<file path="src/rtl/outport_arb_22_pkg.sv">
// Shared definitions for the output-port arbiter: flit field positions,
// source encoding and arbiter state.
package outport_arb_22_pkg;

  // Flag positions counted down from the top of the flit.
  localparam int unsigned TailFromTop = 1;
  localparam int unsigned HeadFromTop = 2;

  typedef enum logic [1:0] {
    SrcN = 2'd0,
    SrcW = 2'd1,
    SrcL = 2'd2
  } src_e;

  typedef enum logic {
    StIdle,
    StLocked
  } state_e;

  // Round-robin successor, N -> W -> L -> N.
  function automatic src_e next_src(input src_e s);
    src_e r;
    unique case (s)
      SrcN:    r = SrcW;
      SrcW:    r = SrcL;
      default: r = SrcN;
    endcase
    return r;
  endfunction

endpackage

</file>
<file path="src/rtl/arb_pick3.sv">
// Three-way picker: highest pressure among valid sources wins, ties go to the
// first source met when scanning from rr_ptr_i in N -> W -> L order.
module arb_pick3
  import outport_arb_22_pkg::*;
#(
  parameter int unsigned PW = 4
) (
  input  logic [2:0]         valid_i,
  input  logic [2:0][PW-1:0] pressure_i,
  input  src_e               rr_ptr_i,
  output logic [2:0]         grant_o
);

  logic [2:0]    sum;
  logic [1:0]    idx;
  logic [1:0]    best_idx;
  logic [PW-1:0] best_p;
  logic          found;

  always_comb begin
    grant_o  = '0;
    sum      = '0;
    idx      = '0;
    best_idx = '0;
    best_p   = '0;
    found    = 1'b0;
    for (int k = 0; k < 3; k++) begin
      sum = {1'b0, rr_ptr_i} + 3'(k);
      if (sum > 3'd2) sum = sum - 3'd3;
      idx = sum[1:0];
      // Strict compare keeps the earlier candidate on a tie.
      if (valid_i[idx] && (!found || pressure_i[idx] > best_p)) begin
        found    = 1'b1;
        best_p   = pressure_i[idx];
        best_idx = idx;
      end
    end
    if (found) grant_o[best_idx] = 1'b1;
  end

endmodule

</file>
<file path="src/rtl/outport_arb_22.sv">
// Output-port arbiter: picks one of the N/W/L input FIFOs, holds the choice for
// a whole packet, and drives a one-deep registered output stage.
module outport_arb_22
  import outport_arb_22_pkg::*;
#(
  parameter int unsigned WIDTH    = 3,
  parameter int unsigned DATASIZE = 40
) (
  input  logic                fifo_clk,
  input  logic                rst_n,
  input  logic [DATASIZE-1:0] N_data_in,
  input  logic [DATASIZE-1:0] W_data_in,
  input  logic [DATASIZE-1:0] L_data_in,
  input  logic                N_valid_in,
  input  logic                W_valid_in,
  input  logic                L_valid_in,
  input  logic [WIDTH:0]      N_pressure_in,
  input  logic [WIDTH:0]      W_pressure_in,
  input  logic [WIDTH:0]      L_pressure_in,
  output logic                fifo_ready_N,
  output logic                fifo_ready_W,
  output logic                fifo_ready_L,
  output logic [DATASIZE-1:0] out_data,
  output logic                out_valid,
  input  logic                down_full,
  output logic                proto_err,
  output logic [15:0]         pkt_cnt
);

  localparam int unsigned TailBit = DATASIZE - TailFromTop;
  localparam int unsigned HeadBit = DATASIZE - HeadFromTop;

  state_e              state_q, state_d;
  src_e                lock_src_q, lock_src_d;
  src_e                rr_ptr_q, rr_ptr_d;
  logic [DATASIZE-1:0] out_data_q, out_data_d;
  logic                out_valid_q, out_valid_d;
  logic                proto_err_q, proto_err_d;
  logic [15:0]         pkt_cnt_q, pkt_cnt_d;

  logic [2:0]          valid;
  logic [2:0]          pick_grant;
  logic [2:0]          grant;
  logic [2:0]          ready;
  logic                can_load;
  logic                pop;
  src_e                pop_src;
  logic [DATASIZE-1:0] pop_flit;

  assign valid = {L_valid_in, W_valid_in, N_valid_in};

  arb_pick3 #(
    .PW (WIDTH + 1)
  ) u_pick (
    .valid_i    (valid),
    .pressure_i ({L_pressure_in, W_pressure_in, N_pressure_in}),
    .rr_ptr_i   (rr_ptr_q),
    .grant_o    (pick_grant)
  );

  always_comb begin
    can_load = !out_valid_q || !down_full;
    grant    = (state_q == StIdle) ? pick_grant : (3'b001 << lock_src_q);
    // rst_n gating keeps the pop strobes low while reset is held.
    ready    = grant & valid & {3{can_load & rst_n}};
    pop      = |ready;
    pop_src  = SrcN;
    pop_flit = N_data_in;
    if (ready[1]) begin
      pop_src  = SrcW;
      pop_flit = W_data_in;
    end else if (ready[2]) begin
      pop_src  = SrcL;
      pop_flit = L_data_in;
    end
  end

  always_comb begin
    state_d     = state_q;
    lock_src_d  = lock_src_q;
    rr_ptr_d    = rr_ptr_q;
    out_data_d  = out_data_q;
    out_valid_d = out_valid_q;
    proto_err_d = proto_err_q;
    pkt_cnt_d   = pkt_cnt_q;

    if (out_valid_q && !down_full && out_data_q[TailBit]) pkt_cnt_d = pkt_cnt_q + 16'd1;

    if (pop) begin
      out_data_d  = pop_flit;
      out_valid_d = 1'b1;
    end else if (can_load) begin
      out_valid_d = 1'b0;
    end

    if (pop) begin
      if (state_q == StIdle) begin
        rr_ptr_d = next_src(pop_src);
        if (!pop_flit[HeadBit]) begin
          proto_err_d = 1'b1;
        end else if (!pop_flit[TailBit]) begin
          state_d    = StLocked;
          lock_src_d = pop_src;
        end
      end else begin
        if (pop_flit[TailBit]) begin
          state_d = StIdle;
        end else if (pop_flit[HeadBit]) begin
          proto_err_d = 1'b1;
        end
      end
    end
  end

  always_ff @(posedge fifo_clk or negedge rst_n) begin
    if (!rst_n) begin
      state_q     <= StIdle;
      lock_src_q  <= SrcN;
      rr_ptr_q    <= SrcN;
      out_data_q  <= '0;
      out_valid_q <= 1'b0;
      proto_err_q <= 1'b0;
      pkt_cnt_q   <= '0;
    end else begin
      state_q     <= state_d;
      lock_src_q  <= lock_src_d;
      rr_ptr_q    <= rr_ptr_d;
      out_data_q  <= out_data_d;
      out_valid_q <= out_valid_d;
      proto_err_q <= proto_err_d;
      pkt_cnt_q   <= pkt_cnt_d;
    end
  end

  assign fifo_ready_N = ready[0];
  assign fifo_ready_W = ready[1];
  assign fifo_ready_L = ready[2];
  assign out_data     = out_data_q;
  assign out_valid    = out_valid_q;
  assign proto_err    = proto_err_q;
  assign pkt_cnt      = pkt_cnt_q;

endmodule

</file>
<file path="config.mk">
export PLATFORM = sky130hd
export DESIGN_NAME = outport_arb_22
export DESIGN_NICKNAME = d
export VERILOG_FILES = /design/src/rtl/outport_arb_22_pkg.sv /design/src/rtl/arb_pick3.sv /design/src/rtl/outport_arb_22.sv
export SDC_FILE = /design/constraint.sdc
export NUM_CORES = 1
export LEC_CHECK = 0
export ABC_AREA = 1
export CAP_MARGIN = 0
export CORE_AREA = 2 2 114 160
export DETAILED_ROUTE_END_ITERATION = 10
export DIE_AREA = 0 0 116 162
export HOLD_SLACK_MARGIN = 0.12
export SYNTH_ARGS = -nofsm -noshare
export SYNTH_HDL_FRONTEND = slang
export SYNTH_SLANG_ARGS = --single-unit
</file>
<file path="constraint.sdc">
create_clock -name fifo_clk -period 4.92 [get_ports fifo_clk]
set_clock_uncertainty 0.05 [all_clocks]
set_input_delay 0.984 -clock fifo_clk [delete_from_list [all_inputs] [get_ports fifo_clk]]
set_output_delay 0.984 -clock fifo_clk [all_outputs]
set_load 0.02 [all_outputs]
</file>
* Word level (Yosys, flattened, before mapping)
Index checks and enable logic that the tools add are counted.
** Operators by class
- $lt $le $gt $ge :: 10
- Bitwise logic cells :: 5
- Add/sub/neg operators :: 6
- Shifts and indexed selects :: 1
- Reductions and logical operators :: 18
- Eq/ne operators :: 4
- Mux-type cells :: 41
** Operators by type and width (count)
- 40-bit two-way mux :: 2
- 4-bit binary-select mux with 2-bit select :: 3
- 4-bit two-way mux :: 5
- 16-bit by 1-bit adder with 16-bit output, second input constant :: 1
- 1-bit two-way mux :: 16
- 2-bit two-way mux :: 8
- 2-bit by 3-bit < comparator with 1-bit output, second input constant :: 4
- 4-bit > comparator :: 2
- 4-bit AND reduction :: 2
- 3-bit bitwise AND :: 2
- 1-bit binary-select mux with 2-bit select :: 3
- 3-bit by 2-bit > comparator with 1-bit output, second input constant :: 2
- 3-bit two-way mux :: 2
- 2-bit subtractor, second input constant :: 3
- 1-bit logical AND :: 5
- 1-bit zero test :: 4
- 2-bit inequality test, second input constant :: 2
- 2-bit one-hot mux with 2 select lines :: 1
- 2-bit by 1-bit adder with 3-bit output, second input constant :: 1
- 2-bit by 2-bit adder with 3-bit output, second input constant :: 1
- 1-bit logical OR :: 3
- 3-bit OR reduction :: 1
- 1-bit by 2-bit left shift with 3-bit output, first input constant :: 1
- 1-bit demux with 2-bit select :: 1
- 9 further kinds :: 10
** Word-level totals
- Output and inout bits :: 61
- Register bits after elaboration :: 63
- Logic and storage cells :: 92

* Longest topological paths before layout
Gate-level depths: netlist of the first run.
- Word-level depth :: 26
- Depth in mapped cells :: 38

* By module
A second synthesis of the first run with hierarchy kept.
** Second synthesis, totals
- Cell total of the unflattened synthesis :: 580
- Area, all modules :: 4167.7 um^2
** Modules (own cells, without submodules)
- outport_arb_22 :: instances 1, area an instance 3412.0 um^2, cells an instance 438
- arb_pick3 :: instances 1, area an instance 755.7 um^2, cells an instance 142

* Worst setup path after synthesis of the first run
Ideal clock, no wire load.
- Path kind :: input -> output
- Start point :: input port L_valid_in
- End point :: output port fifo_ready_N
- Arrival :: 3.865 ns
- Slack :: 0.021 ns
- Required time :: 3.886 ns
- Path buffers :: 2
- Stages :: 31
- Path through :: inv_1 -> o21ai_0 -> nand2_2 -> inv_2 -> o211ai_1 -> ha_1 -> nand2_1 -> inv_1 -> nand2_1 -> nand2_1 -> nand2_1 -> nand2_2 -> nand2_2 -> buf_6 -> nand2_1 -> o21ai_0 -> ha_1 -> inv_1 -> o21bai_1 -> nand2_1 -> nand2_1 -> nand2_1 -> nand2_1 -> nand2_2 -> nand3_1 -> nand2_1 -> nand3_1 -> nand2_1 -> nand2_2 -> clkbuf_1 -> inv_1
** On the way
- Cells in the longest elaborated chain, start to end :: 19
- Elaborated cells between the ends (all ways) :: 31
- Classes of those cells :: order compare (4); mux (18); bitwise (2); reduce/logical (7)
** RTL lines
- start: declaration :: line outport_arb_22.sv:16 : input logic L_valid_in,
- 1-bit binary-select mux with 2-bit select :: line arb_pick3.sv:32 : if (valid_i[idx] && (!found || pressure_i[idx] > best_p)) begin
- 1-bit two-way mux (implied by the code) :: line arb_pick3.sv:32
- 4-bit two-way mux or 1-bit two-way mux (tied branches) :: line arb_pick3.sv:32
- 4-bit > comparator or 1-bit zero test (tied branches) :: line arb_pick3.sv:32
- 1-bit logical OR :: line arb_pick3.sv:32
- 1-bit logical AND :: line arb_pick3.sv:32
- 4-bit two-way mux or 1-bit two-way mux (tied branches) :: line arb_pick3.sv:32
- 4-bit > comparator or 1-bit zero test (tied branches) :: line arb_pick3.sv:32
- [2 not listed]
- 2-bit two-way mux :: line arb_pick3.sv:32
- 2-bit by 3-bit < comparator with 1-bit output (implied by the code) or 2-bit by 1-bit >= comparator with 1-bit output (tied branches) :: line arb_pick3.sv:38 : if (found) grant_o[best_idx] = 1'b1;
- 1-bit logical AND (implied by the code) :: line arb_pick3.sv:38
- 1-bit two-way mux (implied by the code) :: line arb_pick3.sv:38
- 1-bit demux with 2-bit select
- 3-bit two-way mux (*) :: line arb_pick3.sv:38
- 3-bit two-way mux (*) :: line outport_arb_22.sv:63 : grant = (state_q == StIdle) ? pick_grant : (3'b001 << lock_src_q);
- 3-bit bitwise AND (*) (2 in a row) :: line outport_arb_22.sv:65 : ready = grant & valid & {3{can_load & rst_n}};
- end: declaration :: line outport_arb_22.sv:20 : output logic fifo_ready_N,
Every way passes the cells marked *; elsewhere a longest branch is shown, timed or not. The select of a mux whose other input is x is not followed.

* Worst setup path after layout of the first run
- Start point :: input port N_pressure_in[2]
- End point :: output port fifo_ready_N
** On the way
- Cells in the longest elaborated chain, start to end :: 19
- Elaborated cells between the ends (all ways) :: 28
- Classes of those cells :: order compare (4); mux (16); bitwise (2); reduce/logical (6)
** RTL lines
- start: declaration :: line outport_arb_22.sv:17 : input logic [WIDTH:0] N_pressure_in,
- 4-bit binary-select mux with 2-bit select
- 4-bit two-way mux
- 4-bit two-way mux :: line arb_pick3.sv:32
- 4-bit > comparator :: line arb_pick3.sv:32
- 1-bit logical OR :: line arb_pick3.sv:32
- 1-bit logical AND :: line arb_pick3.sv:32
- 4-bit two-way mux or 1-bit two-way mux (tied branches) :: line arb_pick3.sv:32
- 4-bit > comparator or 1-bit zero test (tied branches) :: line arb_pick3.sv:32
- [2 not listed]
- 2-bit two-way mux :: line arb_pick3.sv:32
- 2-bit by 3-bit < comparator with 1-bit output (implied by the code) or 2-bit by 1-bit >= comparator with 1-bit output (tied branches) :: line arb_pick3.sv:38
- 1-bit logical AND (implied by the code) :: line arb_pick3.sv:38
- 1-bit two-way mux (implied by the code) :: line arb_pick3.sv:38
- 1-bit demux with 2-bit select
- 3-bit two-way mux (*) :: line arb_pick3.sv:38
- 3-bit two-way mux (*) :: line outport_arb_22.sv:63
- 3-bit bitwise AND (*) (2 in a row) :: line outport_arb_22.sv:65
Marked as above.

==> results_dict.tcl, run 1 <==
set metrics [dict create \
    busiest_layer "met2" \
    postRouteAntennaNets 0 \
    synth_nets 790 \
    synth_flop_cell "dfrtp_1" \
    vias_per_cell 4.235 \
    syn_avg_cell_area_um2 6.670 \
    synth_top_cells_by_count "222 x nand2_1, 81 x inv_1, 63 x dfrtp_1, 59 x nor2_1" \
    irDropWorstVdd_mv 0.2246 \
    power_frac_seq 0.164 \
    pwr-share-comb 0.715 \
    clockBufferDepth 2 \
    grt_max_degree 64 \
    fill_cells 1819 \
    crit_fanout 5 \
    min_path_type "reg2reg" \
    synthTopCellsByArea "dfrtp_1 37%, nand2_1 20%, inv_1 7.1%, nor2_1 5.2%, nand3_1 3.6%" \
    drv_slew 0 \
    cts_root_buffer "clkbuf_16" \
    synth_cells 640 \
    core_region_area_um2 17260 \
    rsz0062_at_grt "true" \
    cp-start-kind "input pin" \
    nets 1064 \
    dr.pass1.iters 4 \
    p_sw_uw 2333 \
    critical_path.max_stage_delay_ps 310 \
    grt_usage 0.1624 \
    ys_async_sr_fraction 1.000 \
    syn-cell-area_um2 4269 \
    slew_headroom 0.4284 \
    final_layout_size_suffix_gt1_frac 0.1991 \
    hold_viol_final 0 \
    cts_htree_levels 3 \
    die_x_um 116 \
    antenna_found_initial 0 \
    synth_top_area_cell "dfrtp_1" \
    hp-start "out_data[31]" \
    hold_buffers 0 \
    grt_pass1_vias 4683 \
    power_per_cell_area_nw_per_um2 693.3 \
    crit_slowest_cell "o211ai_1" \
    grt_overflow 0 \
    ys_seq_area_frac 0.3693 \
    power.internal_uw 2934 \
    synth_top_area_frac 0.3693 \
    synth-edff-count 0 \
    finalSetupViolCount 0 \
    numClockSinks 63 \
    drc 0 \
    arrival_ps 3880 \
    timing.rr.start "rr_ptr_q[1]" \
    yosys_warnings 0 \
    port_buffers 198 \
    power_uw 5267 \
    drt_wl_total_mm 15.71 \
    maxCapViolations 0 \
    yosysMostFrequentCell "nand2_1" \
    cts_buffers 9 \
    met2_usage 0.3030 \
    use_met1 0.1806 \
    worst_slew_pin_slew_ps 857.3 \
    num_rows 57 \
    fp.dieArea_um2 18790 \
    pin_count 199 \
    grt_pass1_wl_mm 23.68 \
    worstSetupPathType "in2out" \
    p_leak_uw 0.003727 \
    die_h_um 162 \
    fmax_ghz 0.2035 \
    initial_core_util 0.2474 \
    synth_cell_types 35 \
    clk_latency_ps 330 \
    hpwl_mm 11.79 \
    startpoint "N_pressure_in[2]" \
    sw_frac_of_total 0.4430 \
    crit_required_ps 3890 \
    cts_tree "built" \
    ys_seq_elements 63 \
    vias 4892 \
    status "finished clean" \
    grtUsageMet3 0.03470 \
    period_share 0.9987 \
    wire_per_inst_um 13.60 \
    antenna_cells 0 \
    finalCriticalPeriod_ps 4914 \
    clkPwrFrac 0.121 \
    syn2layout_area_growth_pct 77.93 \
    fin_util 0.4401 \
    place_congestion 0.8995 \
    path_common_cell "nand2_1" \
    path_clk_slew_ps 60 \
    end_kind "output port" \
    drtIter0Drc 157 \
]
[flip-flops by register name, indices dropped and copies added, names as in the netlist]
name	flops
rr_ptr_q	2
proto_err	1
pkt_cnt	16
out_valid	1
out_data	40
lock_src_q	2
state_q	1
[worst max-delay path, delay by kind of cell]
kind	cells	cell delay, ps
buf+inv	6	630
simple gates	17	1170
fa+ha+maj	2	550
compound gates	4	530
[stage by stage]
step	instances	setup TNS, ps	instance area (µm²)	worst slack [ps]	hold WS (ps)
2_1_floorplan	640	0	4269	21.45	427.5
3_3_place_gp	1108	-16590	6859	-827.5	407.6
3_5_place_dp	1108	-17980	6859	-850.6	414.4
4_1_cts	1144	0	7358	2.664	430.5
5_1_grt	1155	-699.3	7596	-206.4	437.6
6_report	1155	0	7596	6.401	426.5
[cells in the final DEF (no fill, tap or decap), types with 2 or more instances in the layout]
master,count
a21oi_1,27
buf_12,3
buf_4,76
buf_6,11
clkbuf_16,9
clkbuf_2,4
clkdlybuf4s50_1,179
clkinv_2,2
clkinvlp_4,2
dfrtp_1,62
dlygate4sd2_1,11
ha_1,5
ha_2,2
ha_4,5
inv_1,69
inv_2,19
inv_4,3
inv_6,2
nand2_1,212
nand2_2,15
nand2_4,4
nand3_1,28
nand3_2,5
nor2_1,53
nor2_2,4
nor2_4,3
nor3_1,4
nor4_1,3
o211ai_1,2
o21ai_0,26
o21ai_1,29
o21ai_2,2
o21bai_1,3
o22ai_1,2
o22ai_2,3
xnor2_1,4
xor2_1,10
[what timing repair did]
item	CTS	global route
cloned	1	0
pin swaps	25	26
resized for setup	56	57
buffers inserted	19	11
setup endpoints to repair	45	21
[worst paths after layout]
check / to / slack, ps / depth (start not counted)
hold reg to reg: out_data[31] / 430 / 2
setup / recovery: fifo_ready_N / 6 / 29
setup reg to reg: lock_src_q[1] / 210 / 42
min in group asynchronous: out_data[14] / 850 / 2
hold / removal: out_data[31] / 430 / 2
max in group asynchronous: rr_ptr_q[0] / 3350 / 2
[routing by layer]
metal | part of all wire | up-vias
li1 | - | 2545
met3 | 0.050 | 19
met1 | 0.39 | 2188
met2 | 0.54 | 140
met4 | 0.017 | 0
met5 | 0 | -
[final cells by class]
cell class                      instances  area, µm²  area share
Tap cell                              236      295.3     0.03887
Multi-Input combinational cell        462       2396      0.3154
Sequential cell                        63       1578      0.2077
Timing Repair Buffer                  285       2668      0.3512
Clock inverter                          7      72.57    0.009554
Inverter                               93      361.6     0.04760
Clock buffer                            9      225.2     0.02965
[cell families (layout without fill, tap and decap cells)]
logic type / count (synthesis) / count (layout) / share of synthesized area
xor gates and xnor gates: 14 / 14 / 0.02872
DFF: 63 / 63 / 0.3693
adders and majority gates: 12 / 12 / 0.03517
buffers and inverters: 116 / 394 / 0.1175
and+or+nand+nor: 334 / 335 / 0.3221
AOI/OAI and AO/OA: 101 / 101 / 0.1272
[power by group through the flow]
stage          Sequential, µW  Clock, µW  Combinational, µW
4_1_cts                   864        655               3440
6_report                  866        638               3760
2_1_floorplan            1090          0               1580
3_5_place_dp              871          0               3130
3_3_place_gp              864          0               3120
5_1_grt                   896        678               4120
Power figures use the tool's default switching activity.
==> inputs of run 2 (changes only) <==
- SLEW_MARGIN: unset -> 5
==> results of run 2 <==
The final DEF is identical to that of run 1; final timing and power are the same.
==> inputs of run 3 (changes only) <==
- ABC_AREA: 1 -> unset
- CORE_AREA: 2 2 114 160 -> 2 2 110 155
- DIE_AREA: 0 0 116 162 -> 0 0 112 157
==> run 3 against run 2 <==
  * Sequential power rose by 9.2%
  * Non-clock buffer count rose by 21
  * Flip-flop and latch count did not move
  * Via count fell by 4.1%
  * Fmax fell by 10%
  * Cell count fell by 19%
  * Critical path type unchanged
  * The run now ends with setup timing left
  * Critical path depth fell by 11
  * Worst hold slack improved by 2.5 ps
  * Clock power rose by 17%
  * Synthesized cell count fell by 30%
  * Sequential share of layout area fell by 1.3 points
  * Wire length rose by 16%
==> results_dict.tcl, run 3 <==
set metrics [dict create \
    status "complete, but fails checks" \
    violations "setup timing" \
    grt_max_degree 64 \
    synth_flop_cell "dfrtp_1" \
    core_region_area_um2 16100 \
    ys_async_sr_fraction 1.000 \
    arrival_ps 4420 \
    fin_util 0.5028 \
    antenna_found_initial 0 \
    syn_avg_cell_area_um2 8.814 \
    p_leak_uw 0.003301 \
    drc 0 \
    yosysMostFrequentCell "dfrtp_1" \
    drt_wl_total_mm 18.26 \
    fp.dieArea_um2 17580 \
    grt_pass1_vias 4928 \
    synth_top_area_frac 0.3966 \
    synthTopCellsByArea "dfrtp_1 40%, a22oi_1 7.4%, a31oi_1 6.0%, nand2_1 5.8%, nor2_1 5.1%" \
    postPlaceCellArea_um2 6561 \
    hold_buffers 0 \
    synth_top_cells_by_count "63 x dfrtp_1, 61 x nand2_1, 54 x nor2_1, 39 x a22oi_1, 38 x a31oi_1" \
    initial_core_util 0.2469 \
    clk_latency_ps 330 \
    end_kind "output port" \
    cp-start-kind "input pin" \
    vias_per_cell 4.983 \
    antenna_cells 0 \
    post-place-ws_ps -1461 \
    final_common_cell "clkdlybuf4s50_1" \
    fill_cells 1532 \
    crit_required_ps 3890 \
    min_path_type "reg2reg" \
    grt_usage 0.1983 \
    critical_path.max_stage_delay_ps 550 \
    period_share 1.110 \
    hpwl_mm 11.63 \
    synth_compound_area_frac 0.2502 \
    drtIter0Drc 224 \
    cp_cell_sequence "clkdlybuf4s50_1, nand2_1, a21oi_2, ha_2, nor2b_4, o211ai_1, a21oi_2, o21ai_4, nor2_1, a21o_1, ha_1, nand4_1, o21ai_1, a21o_1, a21o_1, or3_4, o211ai_4, buf_6" \
    synth_mux_area_frac 0.03683 \
    ys_seq_elements 63 \
    layout_common_cells "182 x clkdlybuf4s50_1, 75 x buf_4, 62 x dfrtp_1" \
    largest_reg_flops 40 \
    synth_cell_types 60 \
    fmax_ghz 0.1832 \
    synth-edff-count 0 \
    worstSetupPathType "in2out" \
    vias 4689 \
    yosys.area_share.simple 0.1889 \
    setup_tns_ps -14550 \
    clockBufferDepth 2 \
    dr.pass1.iters 4 \
    die_x_um 112 \
    nets 887 \
    synth_top_area_cell "dfrtp_1" \
    irDropWorstVdd_mv 0.4253 \
    yosys.area_share.xor_xnor 0.03305 \
    syn2layout_area_growth_pct 103.7 \
    crit_fanout 7 \
    numClockSinks 63 \
    drv_slew 0 \
    grt_pass1_wl_mm 26.65 \
    place_congestion 0.8716 \
    power_per_cell_area_nw_per_um2 775.7 \
    slew_headroom 0.4507 \
    path_common_cell "a21o_1" \
    postRouteAntennaNets 0 \
    crit_slowest_cell "clkdlybuf4s50_1" \
    synth_adder_area_share 0.03777 \
    num_rows 55 \
    finalSetupViolCount 49 \
    path_clk_slew_ps 60 \
    die_h_um 157 \
    synth_top_family_by_area "compound AO/OA/AOI/OAI gates" \
    rsz0062_at_grt "true" \
    cts_htree_levels 3 \
    synth_cells 451 \
    maxCapViolations 0 \
    finalWorstSetupSlack_ps -538.9 \
    cts_tree "built" \
    ys_seq_area_frac 0.3966 \
    yosys_warnings 0 \
    grt_overflow 0 \
    port_buffers 198 \
    wire_per_inst_um 19.41 \
    syn-cell-area_um2 3975 \
    final_layout_size_suffix_gt1_frac 0.3127 \
    cts_buffers 9 \
    worst_slew_pin_slew_ps 824.0 \
    pin_count 199 \
    stdcell_area_um2 8097 \
    hold_viol_final 0 \
    whs_ps 429.0 \
    finalCriticalPeriod_ps 5459 \
    cts_root_buffer "clkbuf_16" \
    synth_nets 601 \
]
[run 3: cell types whose count changed in the layout (fill, tap and decap cells not counted), sizes merged, moves of 7 or more]
| cell | change |
|---|---|
| inv | -82 |
| nand3 | -21 |
| a21oi | -9 |
| nor2b | +8 |
| o21ai | -41 |
| a31oi | +38 |
| xnor2 | +7 |
| a22oi | +38 |
| mux2 | +7 |
| buf | +22 |
| nand2 | -171 |
[run 3: metal layers]
| metal | part of all wire | routed length (µm) | up-vias | GRT usage |
|---|---|---|---|---|
| li1 | - | - | 2213 | - |
| met1 | 0.37 | 6805 | 2255 | 0.2059 |
| met2 | 0.54 | 9931 | 187 | 0.3763 |
| met3 | 0.060 | 1092 | 34 | 0.05237 |
| met4 | 0.024 | 434 | 0 | 0.08188 |
| met5 | 0 | 0 | - | 0 |
[run 3: area by class of cell]
cell class / instances / area, µm² / share of cell area
multi-input combinational: 346 / 2725 / 0.3366
timing repair buffer: 306 / 3157 / 0.3899
clock inverter: 7 / 121.4 / 0.01499
inverter: 11 / 41.29 / 0.005100
sequential: 63 / 1578 / 0.1949
tap: 199 / 249.0 / 0.03075
clock buffer: 9 / 225.2 / 0.02782
[run 3: worst max-delay path, delay by kind of cell]
kind,cells,cell delay [ps]
buf+inv,2,700
compound gates,9,1580
simple gates,5,640
fa+ha+maj,2,490
[run 3: final timing paths]
check,startpoint,to,slack (ps),depth (start not counted)
max in group asynchronous,rst_n,rr_ptr_q[0],3440,2
setup / recovery,L_pressure_in[0],fifo_ready_N,-540,18
hold / removal,pkt_cnt[15],pkt_cnt[15],430,1
min in group asynchronous,rst_n,out_data[29],820,2
hold reg to reg,pkt_cnt[15],pkt_cnt[15],430,1
setup reg to reg,rr_ptr_q[1],out_data[38],-300,28
[run 3: cell families (layout without fill, tap and decap cells)]
group	Yosys count	after routing
buffers and inverters	43	333
adders and majority gates	12	12
and+or+nand+nor	163	164
muxes	13	13
xor gates and xnor gates	15	15
DFF	63	63
AOI/OAI and AO/OA	142	142
[run 3: power by group]
| part | total (µW) | internal, µW | switching (µW) | leakage, µW |
|---|---|---|---|---|
| combinational | 4590 | 2420 | 2160 | 0.00240 |
| clock | 747 | 496 | 251 | 0.000170 |
| sequential | 946 | 739 | 207 | 0.000731 |
| total | 6280 | 3660 | 2620 | 0.00330 |
[run 3: what timing repair did]
| action | CTS | global route |
|---|---|---|
| buffers inserted | 24 | 14 |
| pin swaps | 28 | 21 |
| cloned | 12 | 1 |
| resized for setup | 130 | 60 |
| setup endpoints to repair | 50 | 50 |
[run 3: per-stage QoR]
step | std cells | power, µW
5_1_grt | 941 | 6644
3_3_place_gp | 878 | 3885
6_report | 941 | 6280
2_1_floorplan | 451 | 2677
3_5_place_dp | 878 | 3961
4_1_cts | 929 | 5864
